File: src/rtl/load_store_unit_if.sv
// Request/response and data-memory bus bundle for the load/store unit.
// master: the load/store unit side; slave: the pipeline + memory side.
interface load_store_unit_if #(
    parameter int XLEN = 32,
    parameter int ALEN = 32
);
    logic            req_valid;
    logic            req_we;
    logic [2:0]      req_funct3;
    logic [ALEN-1:0] req_addr;
    logic [XLEN-1:0] req_wdata;
    logic            stall;
    logic            resp_valid;
    logic [XLEN-1:0] resp_rdata;
    logic            fault;
    logic            bus_req;
    logic            bus_we;
    logic [ALEN-1:0] bus_addr;
    logic [3:0]      bus_be;
    logic [XLEN-1:0] bus_wdata;
    logic            bus_gnt;
    logic            bus_rvalid;
    logic [XLEN-1:0] bus_rdata;

    modport master (
        input  req_valid, req_we, req_funct3, req_addr, req_wdata,
        input  bus_gnt, bus_rvalid, bus_rdata,
        output stall, resp_valid, resp_rdata, fault,
        output bus_req, bus_we, bus_addr, bus_be, bus_wdata
    );

    modport slave (
        output req_valid, req_we, req_funct3, req_addr, req_wdata,
        output bus_gnt, bus_rvalid, bus_rdata,
        input  stall, resp_valid, resp_rdata, fault,
        input  bus_req, bus_we, bus_addr, bus_be, bus_wdata
    );
endinterface

File: src/rtl/load_store_unit.sv
// MEM-stage load/store unit: turns funct3/address/data requests into
// word-aligned bus transactions, extracts load data, owns the LED MMIO
// register and stalls the pipeline while a transaction is in flight.
module load_store_unit #(
    parameter int              XLEN          = 32,
    parameter int              ALEN          = 32,
    parameter int              LED_WIDTH     = 4,
    parameter logic [ALEN-1:0] MMIO_LED_ADDR = 32'hFFFF_FFF0
) (
    input  logic                 clk,
    input  logic                 rst,
    load_store_unit_if.master    lsu,
    output logic [LED_WIDTH-1:0] led_out
);

    typedef enum logic [1:0] {IDLE, REQ, WAIT, DONE} state_t;

    state_t     state;
    logic [2:0] lat_funct3;
    logic [1:0] lat_lo;

    // Illegal funct3 for the direction, or address not aligned to the access size.
    function automatic logic req_bad(input logic we, input logic [2:0] f3, input logic [1:0] lo);
        logic illegal;
        logic misaligned;
        illegal    = we ? (f3 > 3'b010) : (f3 == 3'b011 || f3[2:1] == 2'b11);
        misaligned = (f3[1:0] == 2'b01 && lo[0]) || (f3[1:0] == 2'b10 && lo != 2'b00);
        return illegal || misaligned;
    endfunction

    function automatic logic [3:0] byte_enable(input logic [2:0] f3, input logic [1:0] lo);
        case (f3[1:0])
            2'b00:   return 4'b0001 << lo;
            2'b01:   return lo[1] ? 4'b1100 : 4'b0011;
            default: return 4'b1111;
        endcase
    endfunction

    // Replicate the store data across every lane it may land on.
    function automatic logic [XLEN-1:0] lane_replicate(input logic [2:0] f3, input logic [XLEN-1:0] w);
        case (f3[1:0])
            2'b00:   return {4{w[7:0]}};
            2'b01:   return {2{w[15:0]}};
            default: return w;
        endcase
    endfunction

    // Pick the addressed byte/half out of the bus word and extend it.
    function automatic logic [XLEN-1:0] load_extract(input logic [2:0] f3, input logic [1:0] lo,
                                                     input logic [XLEN-1:0] word);
        logic signed [7:0]  b;
        logic signed [15:0] h;
        b = word[{lo, 3'b000} +: 8];
        h = lo[1] ? word[31:16] : word[15:0];
        case (f3)
            3'b000:  return XLEN'(b);
            3'b001:  return XLEN'(h);
            3'b100:  return XLEN'($unsigned(b));
            3'b101:  return XLEN'($unsigned(h));
            default: return word;
        endcase
    endfunction

    // Pipeline hold: the incoming request while idle, always while the bus is busy.
    always_comb begin
        lsu.stall = 1'b0;
        case (state)
            IDLE:      lsu.stall = lsu.req_valid;
            REQ, WAIT: lsu.stall = 1'b1;
            default:   lsu.stall = 1'b0;
        endcase
    end

    // Transaction FSM with registered bus, response and LED outputs.
    always_ff @(posedge clk) begin
        if (rst) begin
            state          <= IDLE;
            led_out        <= '0;
            lsu.resp_valid <= 1'b0;
            lsu.resp_rdata <= '0;
            lsu.fault      <= 1'b0;
            lsu.bus_req    <= 1'b0;
            lsu.bus_we     <= 1'b0;
            lsu.bus_addr   <= '0;
            lsu.bus_be     <= '0;
            lsu.bus_wdata  <= '0;
        end else begin
            lsu.resp_valid <= 1'b0;
            lsu.fault      <= 1'b0;
            case (state)
                IDLE: begin
                    if (lsu.req_valid) begin
                        lat_funct3 <= lsu.req_funct3;
                        lat_lo     <= lsu.req_addr[1:0];
                        if (req_bad(lsu.req_we, lsu.req_funct3, lsu.req_addr[1:0])) begin
                            state          <= DONE;
                            lsu.resp_valid <= 1'b1;
                            lsu.fault      <= 1'b1;
                            lsu.resp_rdata <= '0;
                        end else if (lsu.req_addr == MMIO_LED_ADDR) begin
                            state          <= DONE;
                            lsu.resp_valid <= 1'b1;
                            if (lsu.req_we) begin
                                led_out        <= lsu.req_wdata[LED_WIDTH-1:0];
                                lsu.resp_rdata <= '0;
                            end else begin
                                lsu.resp_rdata <= XLEN'(led_out);
                            end
                        end else begin
                            state         <= REQ;
                            lsu.bus_req   <= 1'b1;
                            lsu.bus_we    <= lsu.req_we;
                            lsu.bus_addr  <= {lsu.req_addr[ALEN-1:2], 2'b00};
                            lsu.bus_be    <= byte_enable(lsu.req_funct3, lsu.req_addr[1:0]);
                            lsu.bus_wdata <= lane_replicate(lsu.req_funct3, lsu.req_wdata);
                        end
                    end
                end
                REQ: begin
                    // rvalid in the grant cycle is not ours; only gnt is looked at here.
                    if (lsu.bus_gnt) begin
                        lsu.bus_req <= 1'b0;
                        if (lsu.bus_we) begin
                            state          <= DONE;
                            lsu.resp_valid <= 1'b1;
                            lsu.resp_rdata <= '0;
                        end else begin
                            state <= WAIT;
                        end
                    end
                end
                WAIT: begin
                    if (lsu.bus_rvalid) begin
                        state          <= DONE;
                        lsu.resp_valid <= 1'b1;
                        lsu.resp_rdata <= load_extract(lat_funct3, lat_lo, lsu.bus_rdata);
                    end
                end
                default: state <= IDLE;
            endcase
        end
    end

endmodule

File: src/flat_wrapper.sv
// flat-port wrapper written by rule: the top's interface ports become plain ports
module load_store_unit_flat 
#(
    parameter int              XLEN          = 32,
    parameter int              ALEN          = 32,
    parameter int              LED_WIDTH     = 4,
    parameter logic [ALEN-1:0] MMIO_LED_ADDR = 32'hFFFF_FFF0
)
  (clk, rst, led_out, lsu_req_valid, lsu_req_we, lsu_req_funct3, lsu_req_addr, lsu_req_wdata, lsu_bus_gnt, lsu_bus_rvalid, lsu_bus_rdata, lsu_stall, lsu_resp_valid, lsu_resp_rdata, lsu_fault, lsu_bus_req, lsu_bus_we, lsu_bus_addr, lsu_bus_be, lsu_bus_wdata);
  load_store_unit_if #(.XLEN(XLEN), .ALEN(ALEN)) lsu_i ();
  input  logic clk;
  input  logic rst;
  output logic [LED_WIDTH-1:0] led_out;
  input wire logic [$bits(lsu_i.req_valid)-1:0] lsu_req_valid;
  input wire logic [$bits(lsu_i.req_we)-1:0] lsu_req_we;
  input wire logic [$bits(lsu_i.req_funct3)-1:0] lsu_req_funct3;
  input wire logic [$bits(lsu_i.req_addr)-1:0] lsu_req_addr;
  input wire logic [$bits(lsu_i.req_wdata)-1:0] lsu_req_wdata;
  input wire logic [$bits(lsu_i.bus_gnt)-1:0] lsu_bus_gnt;
  input wire logic [$bits(lsu_i.bus_rvalid)-1:0] lsu_bus_rvalid;
  input wire logic [$bits(lsu_i.bus_rdata)-1:0] lsu_bus_rdata;
  output wire logic [$bits(lsu_i.stall)-1:0] lsu_stall;
  output wire logic [$bits(lsu_i.resp_valid)-1:0] lsu_resp_valid;
  output wire logic [$bits(lsu_i.resp_rdata)-1:0] lsu_resp_rdata;
  output wire logic [$bits(lsu_i.fault)-1:0] lsu_fault;
  output wire logic [$bits(lsu_i.bus_req)-1:0] lsu_bus_req;
  output wire logic [$bits(lsu_i.bus_we)-1:0] lsu_bus_we;
  output wire logic [$bits(lsu_i.bus_addr)-1:0] lsu_bus_addr;
  output wire logic [$bits(lsu_i.bus_be)-1:0] lsu_bus_be;
  output wire logic [$bits(lsu_i.bus_wdata)-1:0] lsu_bus_wdata;
  assign lsu_i.req_valid = lsu_req_valid;
  assign lsu_i.req_we = lsu_req_we;
  assign lsu_i.req_funct3 = lsu_req_funct3;
  assign lsu_i.req_addr = lsu_req_addr;
  assign lsu_i.req_wdata = lsu_req_wdata;
  assign lsu_i.bus_gnt = lsu_bus_gnt;
  assign lsu_i.bus_rvalid = lsu_bus_rvalid;
  assign lsu_i.bus_rdata = lsu_bus_rdata;
  assign lsu_stall = lsu_i.stall;
  assign lsu_resp_valid = lsu_i.resp_valid;
  assign lsu_resp_rdata = lsu_i.resp_rdata;
  assign lsu_fault = lsu_i.fault;
  assign lsu_bus_req = lsu_i.bus_req;
  assign lsu_bus_we = lsu_i.bus_we;
  assign lsu_bus_addr = lsu_i.bus_addr;
  assign lsu_bus_be = lsu_i.bus_be;
  assign lsu_bus_wdata = lsu_i.bus_wdata;
  load_store_unit #(.XLEN(XLEN), .ALEN(ALEN), .LED_WIDTH(LED_WIDTH), .MMIO_LED_ADDR(MMIO_LED_ADDR)) u_core (.clk(clk), .rst(rst), .lsu(lsu_i), .led_out(led_out));
endmodule
File: config.mk
export PLATFORM = sky130hd
export DESIGN_NAME = load_store_unit_flat
export DESIGN_NICKNAME = d
export VERILOG_FILES = /design/src/rtl/load_store_unit_if.sv /design/src/rtl/load_store_unit.sv /design/src/flat_wrapper.sv
export SDC_FILE = /design/constraint.sdc
export NUM_CORES = 1
export LEC_CHECK = 0
export BUFFER_PORTS_ARGS = -buffer_cell sky130_fd_sc_hd__buf_2
export CORE_MARGIN = 3
export CORE_UTILIZATION = 44
export CTS_CLUSTER_SIZE = 10
export DETAILED_ROUTE_END_ITERATION = 10
export PLACE_DENSITY = 0.86
export SETUP_SLACK_MARGIN = 0.2
export SYNTH_ARGS = -nofsm -noshare
export SYNTH_HDL_FRONTEND = slang
export SYNTH_SLANG_ARGS = --single-unit
File: constraint.sdc
create_clock -name clk -period 2.2 [get_ports clk]
set_clock_uncertainty 0.15 [all_clocks]
set_input_delay 0.11 -clock clk [delete_from_list [all_inputs] [get_ports clk]]
set_output_delay 0.11 -clock clk [all_outputs]
set_load 0.01 [all_outputs]
==> flow_metrics.py <==
metrics = {
    "run_status": {
        "outcome": "finished with violations",
        "violations": "setup timing",
    },
    "worst_setup_path": {
        "endpoint_kind": "flop",
        "reg2reg_from": "u_core.state[0]",
        "worstPathRequired_ns": 2.33,
        "critical-path-top-delay-family": "buffers and inverters",
        "crit_top_cell": "buf_4",
        "r2r-end": "u_core.lsu.bus_wdata[10]",
        "cp_num_buf_inv": 6,
        "path_cells": "inv_4 > ha_4 > buf_4 > buf_6 > nand2_4 > a211oi_4 > buf_12 > buf_8 > buf_4 > nor2_1 > a311oi_1",
        "cp_slowest_cell": "a311oi_1",
        "rrSetupSlack_ns": -0.14,
        "cp-start-kind": "flop",
        "arrival_ns": 2.47,
        "critical_path_class": "flop to flop",
        "r2r_cells": 11,
        "crit_fanout": 6,
        "cpPeakStageDelay_ns": 0.43,
    },
    "placement": {
        "gp_congestion": 0.920,
        "dp_hpwl_um": 12600,
        "port_buffers": 211,
    },
    "job": {
        "cap_viol_max_count": 0,
    },
    "floorplanning": {
        "dieWidth_um": 116,
        "die_area_um2": 13600,
        "initial_core_util_pct": 46.0,
        "coreArea_um2": 11700,
        "die_h_um": 116,
        "io_pins": 214,
        "row_count": 39,
    },
    "timing": {
        "drv_slew": 0,
        "layout_worst_path_cycle_share_pct": 106,
        "rsz0062_at_grt": "true",
        "setup_slack_ns": -0.139,
        "worstMarginPinSlew_ns": 0.717,
        "hold_viol": 0,
        "period_needed_ns": 2.34,
        "fmax_ghz": 0.428,
        "slew_headroom_pct": 52.1,
        "finalSetupViolCount": 2,
    },
    "worst_hold_path": {
        "hold_path.class": "input pin to flop",
        "holdPathStages": 4,
        "holdPathEnd": "u_core.lsu.resp_rdata[3]",
        "hold_start": "lsu_bus_rdata[3]",
    },
    "final_layout": {
        "n_fill_cell": 590,
        "final_util_pct": 76.6,
        "n_antenna_cell": 0,
        "layout-drive-gt1-share_pct": 38.1,
        "mostFrequentLayoutCells": "210 x buf_2, 106 x dfxtp_1, 104 x nand2_1",
        "area_growth_pct": 66.4,
        "nets": 1064,
        "final_common_cell": "buf_2",
    },
    "global_route": {
        "grt_max_degree": 76,
        "first_global_vias": 6909,
        "grt_antenna_before_repair": 1,
        "grt-ovfl-total": 0,
        "grt_pass1_wl_um": 37000,
        "grtUsageTotal_pct": 35.3,
    },
    "detailed_routing": {
        "dr.pass1.iters": 10,
        "drt-initial-drc-count": 1224,
        "wl_met3_um": 3760,
        "wl_per_cell_um": 25.8,
        "routed_wl_um": 28700,
        "routed-wl-met2_um": 13100,
        "m1WireLength_um": 9350,
        "vias": 7553,
        "highest_layer": "met5",
        "drcViolationCount": 0,
        "vias_per_cell": 6.80,
        "postRouteAntennaNets": 0,
    },
    "clock_tree": {
        "clk_pin_slew_ns": 0.06,
        "clk_latency_ns": 0.44,
        "clockBufferDepth": 2,
        "numCtsBuffers": 17,
        "cts_tree": "built",
        "htreeDepth": 4,
        "cts_root_buf": "clkbuf_16",
        "cts_sinks": 113,
    },
    "power": {
        "p_leak_nw": 3.88,
        "clkPwrFrac_pct": 30.7,
        "p_comb_share_pct": 42.2,
        "irDropWorstVdd_mv": 0.748,
        "p_sw_share_pct": 37.0,
        "p_per_area_nw_per_um2": 1030,
        "power_mw": 9.19,
        "switchingPower_mw": 3.40,
        "p_int_mw": 5.79,
        "pwr-share-seq_pct": 27.1,
    },
    "synthesis": {
        "yosysSeqAreaShare_pct": 43.1,
        "avgSynthCellArea_um2": 8.48,
        "yosysUniqueCellTypes": 55,
        "synthArstFlopShare_pct": 0,
        "synth_area_um2": 5370,
        "synth_warnings": 0,
        "synth_top_flop_cell": "dfxtp_1",
        "synth_edf_count": 5,
        "synthCells": 633,
        "ys_ff_latch": 113,
    },
}
worst max-delay path by stage:
stage,start,to,slack (ns),cells past startpoint
floorplan,u_core.state[0],u_core.lsu.resp_rdata[2],0.05,10
finish,u_core.state[0],u_core.lsu.bus_wdata[10],-0.14,11
global route,u_core.state[0],u_core.lsu.bus_wdata[10],-0.23,11
global placement,lsu_req_addr[21],u_core.led_out[2],0.07,6
detailed placement,lsu_req_addr[0],u_core.lsu.bus_be[0],0.004,9
CTS,u_core.state[1],u_core.lsu.resp_rdata[29],0.12,8
stage by stage:
| step | std cells | setup slack [ns] | area [um^2] | TNS, ns | hold WS, ns |
|---|---|---|---|---|---|
| after floorplan | 634 | 0.0529 | 5450 | 0 | 0.0589 |
| final | 1111 | -0.139 | 8930 | -0.179 | 0.0446 |
| after detailed placement | 961 | 0.00420 | 6760 | 0 | 0.175 |
| after CTS | 1096 | 0.121 | 8450 | 0 | 0.00321 |
| after global routing | 1111 | -0.232 | 8930 | -0.330 | 0.0598 |
| after global placement | 961 | 0.0676 | 6760 | 0 | 0.169 |
tightest hold or removal path: cells and delay by family:
kind | cells | cell delay, ns
buffers and inverters | 1 | 0.08
AOI/OAI and AO/OA | 2 | 0.34
and+or+nand+nor | 1 | 0.06
flip-flops by register name, indices dropped and copies added, names as in the netlist:
| register | flops |
|---|---|
| u_core.lsu.bus_wdata | 32 |
| u_core.lsu.resp_rdata | 32 |
| u_core.lsu.bus_addr | 30 |
| u_core.led_out | 4 |
| u_core.lsu.bus_be | 4 |
| u_core.lat_funct3 | 3 |
| u_core.lat_lo | 2 |
| u_core.state | 2 |
| u_core.lsu.bus_req | 1 |
| u_core.lsu.bus_we | 1 |
| u_core.lsu.fault | 1 |
| u_core.lsu.resp_valid | 1 |
logic make-up (layout without fill, tap and decap cells):
group / after synthesis / after routing / synth area share [%]
other: 1 / 2 / 0.0699
adder cells (fa/ha/maj): 4 / 4 / 0.932
AO/OA/AOI/OAI: 215 / 215 / 27.0
buffers and inverters: 74 / 408 / 5.85
flip-flops: 113 / 113 / 43.1
multiplexers: 32 / 32 / 6.20
AND/OR/NAND/NOR: 194 / 194 / 16.9
per-layer routing:
metal	vias up	GRT usage (%)
li1	2971	-
met1	3414	39.5
met2	881	60.9
met3	283	9.74
met4	4	19.1
met5	-	0
power groups by stage:
stage | sequential (mW) | clock, mW | combinational [mW]
floorplan | 2.56 | 0 | 1.50
global placement | 2.48 | 0 | 2.45
detailed placement | 2.49 | 0 | 2.49
CTS | 2.45 | 2.75 | 3.17
global route | 2.50 | 2.88 | 4.04
finish | 2.49 | 2.82 | 3.88
area by class of cell:
class | instances | area (um^2) | area share (%)
inverters | 17 | 73.8 | 0.826
clock inverters | 13 | 135 | 1.51
repair buffers | 359 | 2650 | 29.7
clock buffers | 19 | 453 | 5.07
flip-flops and latches | 113 | 2320 | 26.0
well taps | 143 | 179 | 2.00
multi-input cells | 447 | 3120 | 34.9
synthesized netlist by cell type, types with 4 or more instances:
cell	count	area, um^2
nand3_1	4	20.0
inv_1	15	56.3
clkbuf_1	35	131
mux2i_1	31	310
nand2b_1	5	31.3
a21oi_1	72	360
edfxtp_1	5	150
nand2_1	107	402
ha_1	4	50.1
or4_1	5	37.5
a311oi_1	11	96.3
a31o_2	5	43.8
o21bai_1	4	30.0
and2_1	4	25.0
nor2_1	34	128
o211ai_1	32	240
nand4_1	9	56.3
buf_2	17	85.1
o22ai_1	6	37.5
nor3_1	14	70.1
o31ai_1	15	113
o21ai_0	27	135
o221ai_1	9	78.8
dfxtp_1	108	2160
a211oi_1	11	82.6
what timing repair did:
item | in CTS | in global routing
gates cloned | 2 | 2
pin swaps | 3 | 28
hold endpoints to repair | 95 | 0
buffers inserted | 10 | 13
resized for setup | 13 | 70
hold buffers | 91 | 0
endpoints found under the setup margin | 32 | 97
Power figures use the tool's default switching activity.
